<file path="config.mk">
export PLATFORM = sky130hd
export DESIGN_NAME = branch_resolve_flat
export DESIGN_NICKNAME = d
export VERILOG_FILES = /design/src/rtl/branch_resolve_if.sv /design/src/rtl/branch_resolve.sv /design/src/flat_wrapper.sv
export SDC_FILE = /design/constraint.sdc
export NUM_CORES = 1
export LEC_CHECK = 0
export ABC_AREA = 1
export BUFFER_PORTS_ARGS = -buffer_cell sky130_fd_sc_hd__buf_4
export CAP_MARGIN = 10
export CORE_ASPECT_RATIO = 1.1
export CORE_MARGIN = 4
export CORE_UTILIZATION = 55
export CTS_CLUSTER_DIAMETER = 100
export CTS_CLUSTER_SIZE = 20
export DETAILED_ROUTE_END_ITERATION = 16
export PLACE_DENSITY = 0.86
export RECOVER_POWER = 100
export SYNTH_ARGS = -nofsm -noshare
export SYNTH_HDL_FRONTEND = slang
export SYNTH_SLANG_ARGS = --single-unit
</file>
<file path="constraint.sdc">
create_clock -name clk -period 4 [get_ports clk]
set_input_delay 0.6 -clock clk [delete_from_list [all_inputs] [get_ports clk]]
set_output_delay 0.6 -clock clk [all_outputs]
set_load 0.1 [all_outputs]
</file>
<file path="src/rtl/branch_resolve_if.sv">
// branch_resolve_if: EX-stage branch resolution bundle.
//   master : driven by the pipeline/comparator side (EX operands, comparator
//            results, fetch PC) and consumes redirect/flush/prediction.
//   slave  : the branch_resolve block.
//   Signals: ex_* (EX instruction), br_un/br_eq/br_l (comparator link),
//            if_pc/if_pred_taken (BHT lookup), redirect_valid/redirect_pc/flush.
interface branch_resolve_if #(parameter int XLEN = 32);
  logic            ex_valid;
  logic [XLEN-1:0] ex_pc;
  logic [2:0]      ex_funct3;
  logic            ex_is_branch;
  logic            ex_is_jal;
  logic            ex_is_jalr;
  logic [XLEN-1:0] ex_imm;
  logic [XLEN-1:0] ex_rs1;
  logic            ex_pred_taken;
  logic            br_un;
  logic            br_eq;
  logic            br_l;
  logic [XLEN-1:0] if_pc;
  logic            if_pred_taken;
  logic            redirect_valid;
  logic [XLEN-1:0] redirect_pc;
  logic            flush;

  modport master (
    output ex_valid, ex_pc, ex_funct3, ex_is_branch, ex_is_jal, ex_is_jalr,
           ex_imm, ex_rs1, ex_pred_taken, br_eq, br_l, if_pc,
    input  br_un, if_pred_taken, redirect_valid, redirect_pc, flush
  );

  modport slave (
    input  ex_valid, ex_pc, ex_funct3, ex_is_branch, ex_is_jal, ex_is_jalr,
           ex_imm, ex_rs1, ex_pred_taken, br_eq, br_l, if_pc,
    output br_un, if_pred_taken, redirect_valid, redirect_pc, flush
  );
endinterface

</file>
<file path="src/rtl/branch_resolve.sv">
// branch_resolve: EX-stage branch resolution.
//   Decodes funct3 against comparator results, computes branch/JAL/JALR
//   targets, detects mispredicts, issues a registered redirect pulse and a
//   2-cycle flush, and owns a BHT of 2-bit saturating counters for fetch.
// Ports:
//   clk, rst_n  clock, asynchronous active-low reset
//   bus         branch_resolve_if.slave (EX inputs, comparator link,
//               BHT lookup, redirect/flush outputs)
//   stat_branches_o / stat_mispredicts_o  only when BR_STATS_EN is defined
// Configuration macro: BR_STATS_EN (branch / mispredict counters).
module branch_resolve #(
  parameter int XLEN        = 32,
  parameter int BHT_ENTRIES = 16
) (
  input  logic              clk,
  input  logic              rst_n,
  branch_resolve_if.slave   bus
`ifdef BR_STATS_EN
  ,
  output logic [31:0]       stat_branches_o,
  output logic [31:0]       stat_mispredicts_o
`endif
);
  localparam int IDX_W = $clog2(BHT_ENTRIES);

  typedef enum logic [1:0] {IDLE, FLUSH1, FLUSH2} state_t;

  state_t          state_q;
  logic            redirect_valid_q;
  logic [XLEN-1:0] redirect_pc_q;
  logic [XLEN-1:0] redirect_pc_d;
  logic            flush_q;
  logic [1:0]      bht_q [BHT_ENTRIES];

  logic            legal, cond, act, is_jump, br_upd, mispredict;
  logic [XLEN-1:0] br_tgt, jalr_sum, jalr_tgt, fall_pc;
  logic [IDX_W-1:0] ex_idx, if_idx;

  assign bus.br_un = bus.ex_funct3[1];

  // funct3 01x has no branch encoding
  assign legal = (bus.ex_funct3[2:1] != 2'b01);

  always_comb begin
    cond = 1'b0;
    case (bus.ex_funct3)
      3'b000:         cond = bus.br_eq;
      3'b001:         cond = ~bus.br_eq;
      3'b100, 3'b110: cond = bus.br_l;
      3'b101, 3'b111: cond = ~bus.br_l;
      default:        cond = 1'b0;
    endcase
  end

  assign act        = bus.ex_valid & (state_q == IDLE);
  assign is_jump    = bus.ex_is_jal | bus.ex_is_jalr;
  assign br_upd     = act & bus.ex_is_branch & legal;
  assign mispredict = act & (is_jump | (bus.ex_is_branch & legal & (cond != bus.ex_pred_taken)));

  assign br_tgt   = bus.ex_pc + bus.ex_imm;
  assign jalr_sum = bus.ex_rs1 + bus.ex_imm;
  assign jalr_tgt = {jalr_sum[XLEN-1:1], 1'b0};
  assign fall_pc  = bus.ex_pc + XLEN'(4);

  assign redirect_pc_d = bus.ex_is_jalr                 ? jalr_tgt :
                         (bus.ex_is_jal | cond)         ? br_tgt   : fall_pc;

  assign ex_idx = bus.ex_pc[IDX_W+1:2];
  assign if_idx = bus.if_pc[IDX_W+1:2];

  // Read before the edge, so a same-cycle update is not visible yet
  assign bus.if_pred_taken  = bht_q[if_idx][1];
  assign bus.redirect_valid = redirect_valid_q;
  assign bus.redirect_pc    = redirect_pc_q;
  assign bus.flush          = flush_q;

  // Redirect/flush sequencer; outputs are registered alongside the state
  always_ff @(posedge clk or negedge rst_n) begin
    if (!rst_n) begin
      state_q          <= IDLE;
      redirect_valid_q <= 1'b0;
      redirect_pc_q    <= '0;
      flush_q          <= 1'b0;
    end else begin
      redirect_valid_q <= mispredict;
      if (mispredict) redirect_pc_q <= redirect_pc_d;
      case (state_q)
        IDLE: begin
          if (mispredict) begin
            state_q <= FLUSH1;
            flush_q <= 1'b1;
          end
        end
        FLUSH1: begin
          state_q <= FLUSH2;
          flush_q <= 1'b1;
        end
        FLUSH2: begin
          state_q <= IDLE;
          flush_q <= 1'b0;
        end
        default: begin
          state_q <= IDLE;
          flush_q <= 1'b0;
        end
      endcase
    end
  end

  always_ff @(posedge clk or negedge rst_n) begin
    if (!rst_n) begin
      for (int i = 0; i < BHT_ENTRIES; i++) bht_q[i] <= 2'b01;
    end else if (br_upd) begin
      if (cond) begin
        if (bht_q[ex_idx] != 2'b11) bht_q[ex_idx] <= bht_q[ex_idx] + 2'b01;
      end else begin
        if (bht_q[ex_idx] != 2'b00) bht_q[ex_idx] <= bht_q[ex_idx] - 2'b01;
      end
    end
  end

`ifdef BR_STATS_EN
  logic [31:0] stat_br_q, stat_mp_q;

  always_ff @(posedge clk or negedge rst_n) begin
    if (!rst_n) begin
      stat_br_q <= '0;
      stat_mp_q <= '0;
    end else if (br_upd) begin
      stat_br_q <= stat_br_q + 32'd1;
      if (cond != bus.ex_pred_taken) stat_mp_q <= stat_mp_q + 32'd1;
    end
  end

  assign stat_branches_o    = stat_br_q;
  assign stat_mispredicts_o = stat_mp_q;
`endif
endmodule

</file>
<file path="src/flat_wrapper.sv">
// flat-port wrapper written by rule: the top's interface ports become plain ports
module branch_resolve_flat 
#(
  parameter int XLEN        = 32,
  parameter int BHT_ENTRIES = 16
)
  (clk, rst_n, bus_ex_valid, bus_ex_pc, bus_ex_funct3, bus_ex_is_branch, bus_ex_is_jal, bus_ex_is_jalr, bus_ex_imm, bus_ex_rs1, bus_ex_pred_taken, bus_br_eq, bus_br_l, bus_if_pc, bus_br_un, bus_if_pred_taken, bus_redirect_valid, bus_redirect_pc, bus_flush);
  branch_resolve_if #(.XLEN(XLEN)) bus_i ();
  input  logic clk;
  input  logic rst_n;
  input wire logic [$bits(bus_i.ex_valid)-1:0] bus_ex_valid;
  input wire logic [$bits(bus_i.ex_pc)-1:0] bus_ex_pc;
  input wire logic [$bits(bus_i.ex_funct3)-1:0] bus_ex_funct3;
  input wire logic [$bits(bus_i.ex_is_branch)-1:0] bus_ex_is_branch;
  input wire logic [$bits(bus_i.ex_is_jal)-1:0] bus_ex_is_jal;
  input wire logic [$bits(bus_i.ex_is_jalr)-1:0] bus_ex_is_jalr;
  input wire logic [$bits(bus_i.ex_imm)-1:0] bus_ex_imm;
  input wire logic [$bits(bus_i.ex_rs1)-1:0] bus_ex_rs1;
  input wire logic [$bits(bus_i.ex_pred_taken)-1:0] bus_ex_pred_taken;
  input wire logic [$bits(bus_i.br_eq)-1:0] bus_br_eq;
  input wire logic [$bits(bus_i.br_l)-1:0] bus_br_l;
  input wire logic [$bits(bus_i.if_pc)-1:0] bus_if_pc;
  output wire logic [$bits(bus_i.br_un)-1:0] bus_br_un;
  output wire logic [$bits(bus_i.if_pred_taken)-1:0] bus_if_pred_taken;
  output wire logic [$bits(bus_i.redirect_valid)-1:0] bus_redirect_valid;
  output wire logic [$bits(bus_i.redirect_pc)-1:0] bus_redirect_pc;
  output wire logic [$bits(bus_i.flush)-1:0] bus_flush;
  assign bus_i.ex_valid = bus_ex_valid;
  assign bus_i.ex_pc = bus_ex_pc;
  assign bus_i.ex_funct3 = bus_ex_funct3;
  assign bus_i.ex_is_branch = bus_ex_is_branch;
  assign bus_i.ex_is_jal = bus_ex_is_jal;
  assign bus_i.ex_is_jalr = bus_ex_is_jalr;
  assign bus_i.ex_imm = bus_ex_imm;
  assign bus_i.ex_rs1 = bus_ex_rs1;
  assign bus_i.ex_pred_taken = bus_ex_pred_taken;
  assign bus_i.br_eq = bus_br_eq;
  assign bus_i.br_l = bus_br_l;
  assign bus_i.if_pc = bus_if_pc;
  assign bus_br_un = bus_i.br_un;
  assign bus_if_pred_taken = bus_i.if_pred_taken;
  assign bus_redirect_valid = bus_i.redirect_valid;
  assign bus_redirect_pc = bus_i.redirect_pc;
  assign bus_flush = bus_i.flush;
  branch_resolve #(.XLEN(XLEN), .BHT_ENTRIES(BHT_ENTRIES)) u_core (.clk(clk), .rst_n(rst_n), .bus(bus_i));
endmodule
</file>
==> results by stage, run 1 <==
Yosys:
- The number of flops mapped to enable cells by yosys is 0.
- The post-synthesis average cell area is 5.91 um2.
- The number of nets in the synthesized netlist is 1,671.
- The synthesis-stage register bit count is 68.
- The count of cell types in the netlist is 47.
- For this run, the number of Yosys warnings is 0.
- The netlist area before placement is 0.00864 mm2.
- The share of async-settable or async-resettable flops after synthesis is 100%.
- In the synthesized netlist, the number of instances is 1,462.
- The most used flip-flop cell after synthesis is dfrtp_1.
- The share of the yosys chip area belonging to registers is 19.9%.

STA:
- The setup TNS is 0 ps.
- The worst pin sits at a relative slew slack of -24.5%.
- Timing would allow up to 307 MHz.
- The max-slew violation count came to 107.
- For the pin with the worst max-slew slack, the measured transition is 1870 ps.
- The minimum clock period is 3260 ps.
- Setup violations remaining at the end of the flow were counted as 0.
- Setup repair after global routing left no endpoint under its margin.
- The number of failing hold endpoints at the final stage is 0.
- After layout, the worst path uses 81.4% of the clock period.
- The clock tree skew after final layout is 8.40 ps.

Die:
- The initial utilization of the core area, before any placement, comes to 56.7%.
- The total die area is 0.0178 mm2.
- The floorplan die width is 127 um.
- The area of the core is 0.0152 mm2.
- Row generation in the floorplan step produced 47 rows.
- The die is 139 um tall.
- The number of placed I/O pins is 176.

Clocking:
- TritonCTS built the clock tree.
- Once the clock tree was built, the resizer swapped 0 gates to a different size.
- The number of buffers between clock root and the deepest sink is 2.
- The tree is rooted in a clkbuf_16.
- The H-tree generated during clock tree synthesis spans 3 levels.
- The clock buffer count from CTS is 9.
- The clock slew at the register clock pins of the worst setup and hold paths is 60 ps.
- After clock tree synthesis, the setup repair step added 0 buffers.
- The number of clock sinks is 68.
- The number of hold buffers added after CTS is 0.
- The latest clock arrival within the worst-skew pair is 340 ps.

Cells and area:
- Leaving out filler cells and counting taps, the final layout contains 1,800.
- The post-route netlist has 10.3% of its cells at a drive strength greater than 1.
- At the end of the flow, the number of nets in the layout was 1,809.
- The layout overhead on the synthesized area is 15.8%.
- The repair_antennas step left the layout with diodes totalling 0.

Placement:
- The instance count after placement with tap cells included is 1,785.
- Detailed placement ended at an HPWL of 27,300 um.
- The count of buffers added on input and output ports is 147.
- At the end of routability-driven placement, the weighted congestion stood at 1.00.

Drt:
- The average wire per standard cell is 18.6 um.
- Using the TritonRoute via totals, the vias-per-cell ratio works out to 5.84.
- The total number of vias is 10,500.
- The number of DRC markers in iteration 0 is 1,106.
- In the routed design, unresolved DRC markers number 0.
- The routed design has 33,500 um of wire.
- The remaining number of nets flagged by the antenna check after routing is 0.
- The first TritonRoute pass finished after 5 iterations.

Setup path:
- The longest individual stage delay on the worst path is 1350 ps.
- The category of the most critical setup path is primary input to flop.
- In this run the critical register-to-register path is launched from u_core.state_q[0].
- At the worst endpoint, the arrival time is 3490 ps.
- The worst setup path is launched from a primary input.
- The start point of the critical path is bus_ex_funct3[1].
- Of all nets on the critical path, the largest fanout is 37.
- STA classifies the critical path endpoint as a flop.
- STA puts the critical path data required time at 4230 ps.
- Counting stages on the worst path, the most repeated cell is nand2_1.
- The combined buffer and inverter count along the critical path is 2.
- Traced cell by cell, the critical path runs through clkbuf_1, nor3_1, nand2_1, nand2_1, or2_1, nand3_1, nand2_1, clkbuf_1, o21ai_0, o21ai_0.
- The category of cells accounting for the largest share of critical-path delay is buffers and inverters.
- The cell with the largest stage delay on the worst path is clkbuf_1.

Pwr:
- The power density over the cells is 446 mW/mm2.
- Sequential cells burn 23.6% of the power.
- The switching share of power is 55.2%.
- Cell internal power was estimated by the tool at 0.00200 W.
- The portion of total power attributed to combinational logic is 57.2%.
- For this design the static power due to leakage is 5.18 nW.
- The analysis attributes to net switching a power of 0.00246 W.
- Overall power consumption after layout is estimated at 0.00446 W.
- The largest vdd supply drop is 0.278 mV.
- The share of total power dissipated in the clock network is 19.2%.

Global route:
- The via count of the first global-routing pass is 9,853.
- The initial antenna violation count is 0.
- For this run the aggregate overflow at the end of global routing stands at 0.
- The pin count of the biggest net entering global routing is 69.
- In the global route stage, overall resource usage came out at 36.6%.
- The global-route wire length before repair is 51,600 um.

Min path:
- The source of the worst hold timing path is u_core.state_q[1].
- In this run the worst hold path is classified as flop to flop.

Run status:
- The checks that failed: capacitance limit, slew limit.
- The run finished, with violations left.

Run:
- The max-capacitance violation count is 2.
## worst register-to-register path: cells and delay by family, from the launching register on
| family | cells | cell delay, ps |
|---|---|---|
| flip-flops | 1 | 400 |
| buffers and inverters | 4 | 1600 |
| AND/OR/NAND/NOR | 4 | 340 |
| AO/OA/AOI/OAI | 2 | 550 |
## cells in the mapped netlist (5+ instances only)
cell type  instances  share of area (%)
dfstp_2           16                4.9
o21bai_1          10               0.87
o22ai_1            6               0.43
dfrtp_1           52                 15
buf_2             10               0.58
o21a_1             5               0.43
o21ai_1            8               0.46
o21ai_0          103                6.0
o211ai_1           6               0.52
buf_6              6               0.78
xor2_1            25                2.5
nor2_1           151                6.6
ha_1              67                9.7
nand3_1          100                5.8
xnor2_1           16                1.6
inv_1            166                7.2
nand4_1           15                1.1
nand3b_1           7               0.61
nand2_1          504                 22
a21o_1             6               0.52
a21oi_1          100                5.8
a31oi_1            6               0.43
nor3_1            28                1.6
## power by group through the flow
| stage | logic, W | clock network, W | registers [W] |
|---|---|---|---|
| global placement | 0.00259 | 0 | 0.00105 |
| CTS | 0.00265 | 0.000855 | 0.00105 |
| floorplan | 0.000926 | 0 | 0.00204 |
| global route | 0.00270 | 0.000888 | 0.00107 |
| finish | 0.00255 | 0.000856 | 0.00105 |
| detailed placement | 0.00263 | 0 | 0.00106 |
## kinds of logic (layout without fill, tap and decap cells)
group | after synthesis | after routing | synth area share (%)
adders and majority gates | 69 | 69 | 10.2
buffers and inverters | 195 | 337 | 9.33
and+or+nand+nor | 829 | 829 | 39.8
AOI/OAI and AO/OA | 256 | 256 | 16.2
muxes | 4 | 4 | 0.464
xor gates and xnor gates | 41 | 41 | 4.16
DFF | 68 | 68 | 19.9
## worst paths after layout
kind                       cells after the start                         end  slack (ps)
max                                           10  u_core.bus.redirect_pc[12]         740
min                                            1           u_core.state_q[1]         430
max reg2reg                                   10  u_core.bus.redirect_pc[12]        1000
min reg2reg                                    1           u_core.state_q[1]         430
max in group asynchronous                      1   u_core.bus.redirect_pc[6]        2310
min in group asynchronous                      1   u_core.bus.redirect_valid         690
## final cells by class
| cell class | instances | area [um2] |
|---|---|---|
| clock inverter | 6 | 88.8 |
| clock buffer | 9 | 225 |
| sequential | 68 | 1720 |
| fill | 1525 | 5230 |
| timing repair buffer | 153 | 1000 |
| tap | 196 | 245 |
| multi-input combinational | 1199 | 6090 |
| inverter | 169 | 634 |
## placed cells by master (no fill, tap or decap), types with 5 or more instances in the layout
| cell type | netlist | layout |
|---|---|---|
| xnor2_1 | 16 | 16 |
| dfrtp_1 | 52 | 52 |
| nand3b_1 | 7 | 7 |
| o21ai_1 | 8 | 5 |
| nor3_1 | 28 | 29 |
| o21a_1 | 5 | 5 |
| nand4_1 | 15 | 16 |
| nand2_1 | 504 | 507 |
| o22ai_1 | 6 | 6 |
| clkbuf_16 | 0 | 9 |
| ha_1 | 67 | 67 |
| nor2_1 | 151 | 151 |
| o211ai_1 | 6 | 6 |
| xor2_1 | 25 | 25 |
| nand3_1 | 100 | 101 |
| a21oi_1 | 100 | 100 |
| o21ai_0 | 103 | 106 |
| buf_4 | 4 | 114 |
| inv_1 | 166 | 166 |
| a31oi_1 | 6 | 6 |
| o21bai_1 | 10 | 10 |
| a21o_1 | 6 | 6 |
| clkbuf_1 | 4 | 38 |
| dfstp_2 | 16 | 16 |
## routing by layer
layer,track usage [%],wire (um),up-vias
li1,-,-,5035
met1,46.6,13500,4850
met4,13.9,1400,0
met2,61.3,15900,532
met5,0,0,-
met3,6.44,2730,97
## stage by stage
stage	utilization (%)	setup WS, ps	hold slack, ps	instance area [um2]
2_1_floorplan	-	847	304	8640
3_3_place_gp	64.8	938	415	9870
3_5_place_dp	64.8	868	421	9870
4_1_cts	66.8	1100	395	10200
5_1_grt	65.7	504	452	10000
6_report	65.7	743	427	10000
Power figures use the tool's default switching activity.
==> inputs of run 2 (changes only) <==
- ABC_AREA: 1 -> 0
- PLACE_DENSITY: 0.86 -> 0.88
- clock period: 4 -> 3.1 ns (I/O delays scaled with it)
==> results by stage, run 2 <==
Yosys:
- Summed over all instances, the cell type with the most area after synthesis is dfrtp_1.
- The top cell type's share of synthesized area is 18.1%.
- The gate count of the mapped netlist is 869.
- By area the synthesized netlist is led by dfrtp_1 (18%), ha_1 (12%), a21oi_1 (6.0%).
- By instance count, the leading cell after synthesis is nand2_1.
- In this run, synthesis produced a sequential element count of 68.
- The total nets after synthesis is 1,078.
- The commonest cells after synthesis are nand2_1 (99), a21oi_1 (86), nor2_1 (76).
- Summing the areas of all fa, ha and maj instances in the mapped netlist gives 12.2% of the synthesized area.
- The number of warnings printed during yosys synthesis is 0.
- The number of flops mapped to enable cells by yosys is 0.
- Among all flip-flop cells after synthesis, the most frequent one is dfrtp_1.
- The count of cell types in the netlist is 70.
- The share of the Yosys chip area taken by registers is 23.9%.
- The post-synthesis share of cell area spent on xor and xnor gates is 9.97%.
- The post-synthesis average cell area is 8.29 um2.
- The cell area that synthesis handed to floorplanning was 0.00720 mm2.
- The proportion of synthesized area in mux cells is 8.16%.
- Summing the areas of all and, or, nand and nor instances in the mapped netlist gives 17.9% of the synthesized area.
- The dominant combinational cell family by area after synthesis is compound AO/OA/AOI/OAI gates.
- Summing the areas of all compound-gate instances in the mapped netlist gives 25.1% of the synthesized area.
- The share of async-settable or async-resettable flops after synthesis is 100%.

Clocking:
- TritonCTS built the clock tree.
- Clock tree synthesis found a total of 68 sinks.
- Buffers inserted to repair hold after CTS numbered 0.
- Counting the buffers created by CTS gives 9.
- The latest clock arrival within the worst-skew pair is 350 ps.
- Clock-pin slew was measured on the worst setup and hold paths at 70 ps.
- The number of buffers inserted by post-CTS setup repair is 0.
- After clock tree synthesis, the repair step resized 0 gates.
- The deepest level of the CTS H-tree is 3.
- The master cell of the clock root buffer is clkbuf_16.
- The number of buffers between clock root and the deepest sink is 2.

Cells and area:
- Relative to the synthesized area, the layout overhead comes to 26.2%.
- The number of antenna diodes in the final layout is 0.
- The commonest non-fill, non-tap cell in the layout is buf_4.
- Counting the fill cells in the layout gives 1,012.
- The final layout contains 1,273 nets.
- The library cells used most frequently in the layout, excluding fill and tap cells, are buf_4 (163), nand2_1 (99), a21oi_1 (85).
- The fraction of final layout cells with drive strength greater than 1 is 24.3%.
- The final non-filler cell area is 0.00909 mm2.
- Leaving out filler cells and counting taps, the final layout contains 1,226.

Die:
- The region available for standard cell placement spans 0.0127 mm2.
- The vertical die dimension is 128 um.
- The placement row count is 43.
- For this configuration, the core starts out at a cell density of 56.7%.
- Pin placement for this block handled 176 I/O pins.
- The total die area is 0.0150 mm2.
- In this run the horizontal extent of the chip is 117 um.

Global route:
- For this run, the total global-route usage over all layers was measured as 31.5%.
- The overflow left after global routing is 0.
- The initial antenna violation count came to 0.
- The global-route wire length before repair is 37,300 um.
- The via count of the first global-routing pass is 7,767.
- Entering global routing, the biggest net connects 69 pins.

Run:
- Across the run, the number of max-cap violations was 1.

Drt:
- The routed layout has 7,760 vias.
- The average wire per standard cell is 19.2 um.
- Dividing the detail-routed via count by the number of cells gives 6.33.
- The length of the first detailed-routing pass in iterations is 6.
- In this run the remaining antenna-violating nets after routing total 0.
- The routed design has 23,500 um of wire.
- The total DRC errors in the routed layout is 0.
- The number of DRC markers in iteration 0 is 733.

Setup path:
- The critical path is of the primary input to flop type.
- In this run the worst path has a maximum fanout of 3.
- The arrival time at the worst endpoint is 3280 ps.
- Data on the critical path is required at its endpoint by 3340 ps.
- The startpoint of the lowest-slack register-to-register path is u_core.bht_q[17].
- The start point of the critical path is bus_ex_rs1[0].
- STA classifies the critical path startpoint as a primary input.
- STA classifies the critical path endpoint as a flop.

STA:
- Setup repair after global routing could not meet its margin everywhere.
- The setup TNS is 0 ps.
- The number of failing hold endpoints at the final stage came to 0.
- Setup violations remaining at the end of the flow were counted as 0.
- The minimum clock period is 3040 ps.
- The slew at the pin with the worst max-slew slack is 1770 ps.
- The share of the clock period used by the worst path is 98.1%.
- The max-slew violation count is 69.
- The maximum clock frequency is 329 MHz.
- The clock tree skew after final layout is 7.07 ps.
- The worst max-slew margin expressed relative to the limit is -18.3%.

Pwr:
- The largest vdd supply drop is 0.455 mV.
- In this run the static leakage power is 4.07 nW.
- The power density over the cells is 631 mW/mm2.

Placement:
- The count of input and output buffers is 147.
- The instance count after placement with tap cells included is 1,210.
- The detailed placer's ending HPWL is 17,900 um.
- Once placement finished, the instance area stood at 0.00891 mm2.
- The weighted congestion at the end of routability-driven global placement is 0.954.

Min path:
- The startpoint identified for the worst hold timing path is bus_ex_is_jalr.
- The min-delay analysis places its worst path in the category primary input to flop.

Run status:
- The flow ran to the end, but the final reports show violations.
- The final reports fail on capacitance limit, slew limit.
## run 2: worst paths after layout
| kind | end | slack, ps | cells past startpoint |
|---|---|---|---|
| max | u_core.bus.redirect_pc[30] | 60 | 13 |
| min | u_core.bus.redirect_pc[0] | 350 | 2 |
| max reg2reg | u_core.bht_q[7] | 130 | 9 |
| min reg2reg | u_core.state_q[1] | 460 | 1 |
| max in group asynchronous | u_core.bht_q[31] | 1450 | 1 |
| min in group asynchronous | u_core.bus.redirect_pc[29] | 580 | 1 |
## run 2: critical path, stage by stage
cell	delay (ps)
buf_4	110
and2_1	160
fa_1	380
a21o_1	220
a221oi_2	220
buf_4	170
a21oi_2	70
a31oi_4	230
o21ai_4	110
a221oi_4	410
o22ai_2	150
mux2_1	320
a32o_1	250
## run 2: cell families (layout without fill, tap and decap cells)
group	Yosys count	count (layout)
AO/OA/AOI/OAI	281	281
XOR/XNOR	82	82
adder cells (fa/ha/maj)	69	69
buffers and inverters	51	251
flip-flops	68	68
multiplexers	39	39
AND/OR/NAND/NOR	279	279
## run 2: stage by stage
step / total power [W] / hold WS [ps] / worst slack (ps) / utilization [%]
after floorplan: 0.00383 / 169 / 2.86 / -
after global placement: 0.00470 / 445 / -258 / 70.2
after detailed placement: 0.00477 / 443 / -294 / 70.2
after CTS: 0.00589 / 273 / 48.4 / 72.6
after global routing: 0.00599 / 349 / -56.8 / 71.6
final: 0.00574 / 350 / 59.7 / 71.6
## run 2: metal layers
| metal | vias to the layer above | GRT usage, % | part of all wire (%) |
|---|---|---|---|
| li1 | 3610 | - | - |
| met4 | 0 | 16.6 | 5.2 |
| met1 | 3646 | 38.5 | 39 |
| met3 | 104 | 4.91 | 7.2 |
| met2 | 400 | 52.9 | 48 |
| met5 | - | 0 | 0 |
## run 2: power by group
group          internal [W]  total (W)  switching, W
logic              0.000826    0.00328       0.00245
registers           0.00119    0.00137      0.000183
clock network      0.000635    0.00109      0.000460
total               0.00265    0.00574       0.00309
## run 2: final cells by class
cell class	count	area (um2)	share of cell area, %
multi-input cells	750	5330	58.7
flip-flops and latches	68	1720	18.9
repair buffers	219	1470	16.2
clock buffers	9	225	2.48
well taps	157	196	2.16
clock inverters	7	81.3	0.895
inverters	16	60.1	0.661
==> inputs of run 3 (changes only) <==
- RECOVER_POWER: 100 -> 25
==> results by stage, run 3 (synthesis gave the netlist of run 2 again) <==
Run status:
- The run finished, with violations left.
- The checks that failed: capacitance limit, slew limit.

Cells and area:
- Leaving out fill and tap cells, the most frequent cell in the layout is buf_4.
- Once layout is done, the placed cells without fillers occupy 0.00927 mm2.
- The layout overhead on the synthesized area is 28.6%.
- The non-filler instance count after layout is 1,226.
- The fraction of final layout cells with drive strength greater than 1 is 28.4%.
- The library cells used most frequently in the layout, excluding fill and tap cells, are buf_4 (218), nand2_1 (99), a21oi_1 (85).
- Once layout is complete, the utilization of the core stands at 73.0%.
- The number of diodes added for antenna fixing is 0.
- The count of nets after finishing is 1,273.

Setup path:
- Setup slack on the worst reg-to-reg path comes out at 150 ps.
- The arrival time at the worst endpoint is 3270 ps.
- The required time of the critical path is 3340 ps.
- The endpoint identified for the worst register-to-register timing path is u_core.bht_q[7].
- The most frequent cell on the critical path is buf_4.
- The critical path is of the primary input to flop type.
- The cell depth of the worst flop-to-flop path is 9.
- The signal on the critical path passes through buf_4, and2_1, fa_1, a21o_1, a221oi_2, buf_4, a21oi_2, a31oi_4, o21ai_4, a221oi_4, o22ai_2, mux2_1, a32o_1.
- The cell with the largest stage delay on the worst path is a221oi_4.
- The startpoint of the lowest-slack register-to-register path is u_core.bht_q[17].
- The worst setup path is launched from a primary input.
- The longest individual stage delay on the worst path is 410 ps.
- The type of element capturing the critical path is a flop.
- Along the worst path, the maximum fanout reaches 3.

Drt:
- The routed layout has 7,726 vias.
- After detailed routing, the number of vias per cell comes to 6.30.
- The remaining number of nets flagged by the antenna check after routing is 0.
- The routed wire length is 23,500 um.
- For this run, design rule violations remaining after detail routing come to 0.
- The length of the first detailed-routing pass in iterations is 7.
- The number of DRC markers in iteration 0 is 761.
- The average wire per standard cell is 19.1 um.

Placement:
- The instance count after placement with tap cells included is 1,210.
- Routability-driven placement finished with a final weighted congestion of 0.954.
- The detailed placer's ending HPWL is 17,900 um.
- At the placement stage, the worst setup path has a slack of -294 ps.
- The count of input and output buffers is 147.
- The placed cell area is 0.00891 mm2.

Clocking:
- In this run the number of H-tree levels came out at 3.
- After clock tree synthesis, the flow added hold-fix buffers numbering 0.
- In this run the deepest clock path goes through 2 buffers.
- The clock buffer count from CTS is 9.
- The latest clock arrival within the worst-skew pair is 350 ps.
- Clock-pin slew was measured on the worst setup and hold paths at 70 ps.
- The CTS tree is yes.
- The root buffer cell chosen for the clock tree is clkbuf_16.
- The number of clock sinks is 68.

STA:
- The worst max-slew margin expressed relative to the limit is -16.6%.
- The maximum clock frequency is 329 MHz.
- The max-slew violation count was 69.
- Setup violations remaining at the end of the flow were counted as 0.
- Of the available clock period, the critical path in the final layout requires 97.9%.
- The minimum clock period is 3040 ps.
- At the pin with the least slew margin, the transition time is 1750 ps.
- For the final database, setup skew stands at 7.69 ps.
- The number of failing hold endpoints at the final stage came to 0.
- After layout, the worst setup slack is 65.0 ps.
- Setup repair after global routing could not meet its margin everywhere.

Pwr:
- The completed layout was analyzed and its total power is 0.00592 W.
- In this run the static leakage power is 4.22 nW.
- The power density over the cells is 639 mW/mm2.
- The largest vdd supply drop is 0.471 mV.

Die:
- The die covers 0.0150 mm2.
- The number of placed I/O pins is 176.
- The placement row count is 43.
- The area of the core is 0.0127 mm2.
- The die is 128 um tall.
- Once the floorplan was initialized, standard cells occupied 56.7% of the core.
- The floorplan die width is 117 um.

Global route:
- The first global-routing pass estimated 37,300 um of wire.
- The initial antenna violation count came to 0.
- The overall fraction of global-route tracks in use is 31.5%.
- Entering global routing, the biggest net connects 69 pins.
- The via count of the first global-routing pass is 7,767.
- The overflow left after global routing is 0.

Min path:
- In this run the most critical hold path is launched from bus_ex_is_jalr.
- The worst hold path terminates at u_core.bus.redirect_pc[0].
- The tightest min-delay check is of the primary input to flop type.
- The worst hold path passes through 2 cells.

Run:
- The tool flagged a number of max-cap violations equal to 1.
-- run 3: cell count changes in the layout (fill, tap and decap cells not counted), sizes merged --
cell / before / now
clkbuf: 65 / 10
buf: 163 / 218
-- run 3: layout make-up --
| type | count | area [um2] |
|---|---|---|
| repair buffers | 219 | 1640 |
| fillers | 953 | 3430 |
| flip-flops and latches | 68 | 1720 |
| well taps | 157 | 196 |
| clock buffers | 9 | 225 |
| multi-input cells | 750 | 5340 |
| inverters | 16 | 60.1 |
| clock inverters | 7 | 81.3 |
-- run 3: worst max-delay path: cells and delay by family --
kind            cells  cell delay, ps
buf+inv             2             280
compound gates      8            1660
mux                 1             320
simple gates        1             160
fa+ha+maj           1             380
-- run 3: how the worst max path moves through the flow --
stage | start | endpoint | slack, ps | depth (start not counted)
5_1_grt | bus_ex_rs1[0] | u_core.bus.redirect_pc[28] | -60 | 14
4_1_cts | bus_ex_imm[0] | u_core.bus.redirect_pc[30] | 50 | 13
3_5_place_dp | bus_ex_rs1[0] | u_core.bus.redirect_pc[30] | -290 | 13
6_report | bus_ex_rs1[0] | u_core.bus.redirect_pc[30] | 60 | 13
3_3_place_gp | bus_ex_rs1[0] | u_core.bus.redirect_pc[30] | -260 | 13
2_1_floorplan | bus_ex_pc[2] | u_core.bht_q[11] | 3 | 13
-- run 3: report_power, final --
part | total (W) | switching, W | internal, W | leakage, nW
registers | 0.00137 | 0.000187 | 0.00119 | 0.798
clock network | 0.00109 | 0.000458 | 0.000635 | 0.147
logic | 0.00345 | 0.00245 | 0.00101 | 3.28
total | 0.00592 | 0.00309 | 0.00283 | 4.22
-- run 3: per-stage QoR --
stage	hold slack, ps	TNS [ps]
2_1_floorplan	169	0
3_3_place_gp	445	-4960
3_5_place_dp	443	-8120
4_1_cts	273	0
5_1_grt	349	-111
6_report	358	0
-- run 3: per-layer routing --
metal	global-route usage, %	vias up	wire, um
met2	52.9	422	11300
met1	38.5	3577	9120
li1	-	3611	-
met5	0	-	0
met3	4.91	116	1750
met4	16.6	0	1280
-- run 3: repair_timing --
action	CTS	global route
buffers inserted	0	0
endpoints found under the setup margin	0	32
endpoints found under the hold margin	0	0
resized for setup	0	14
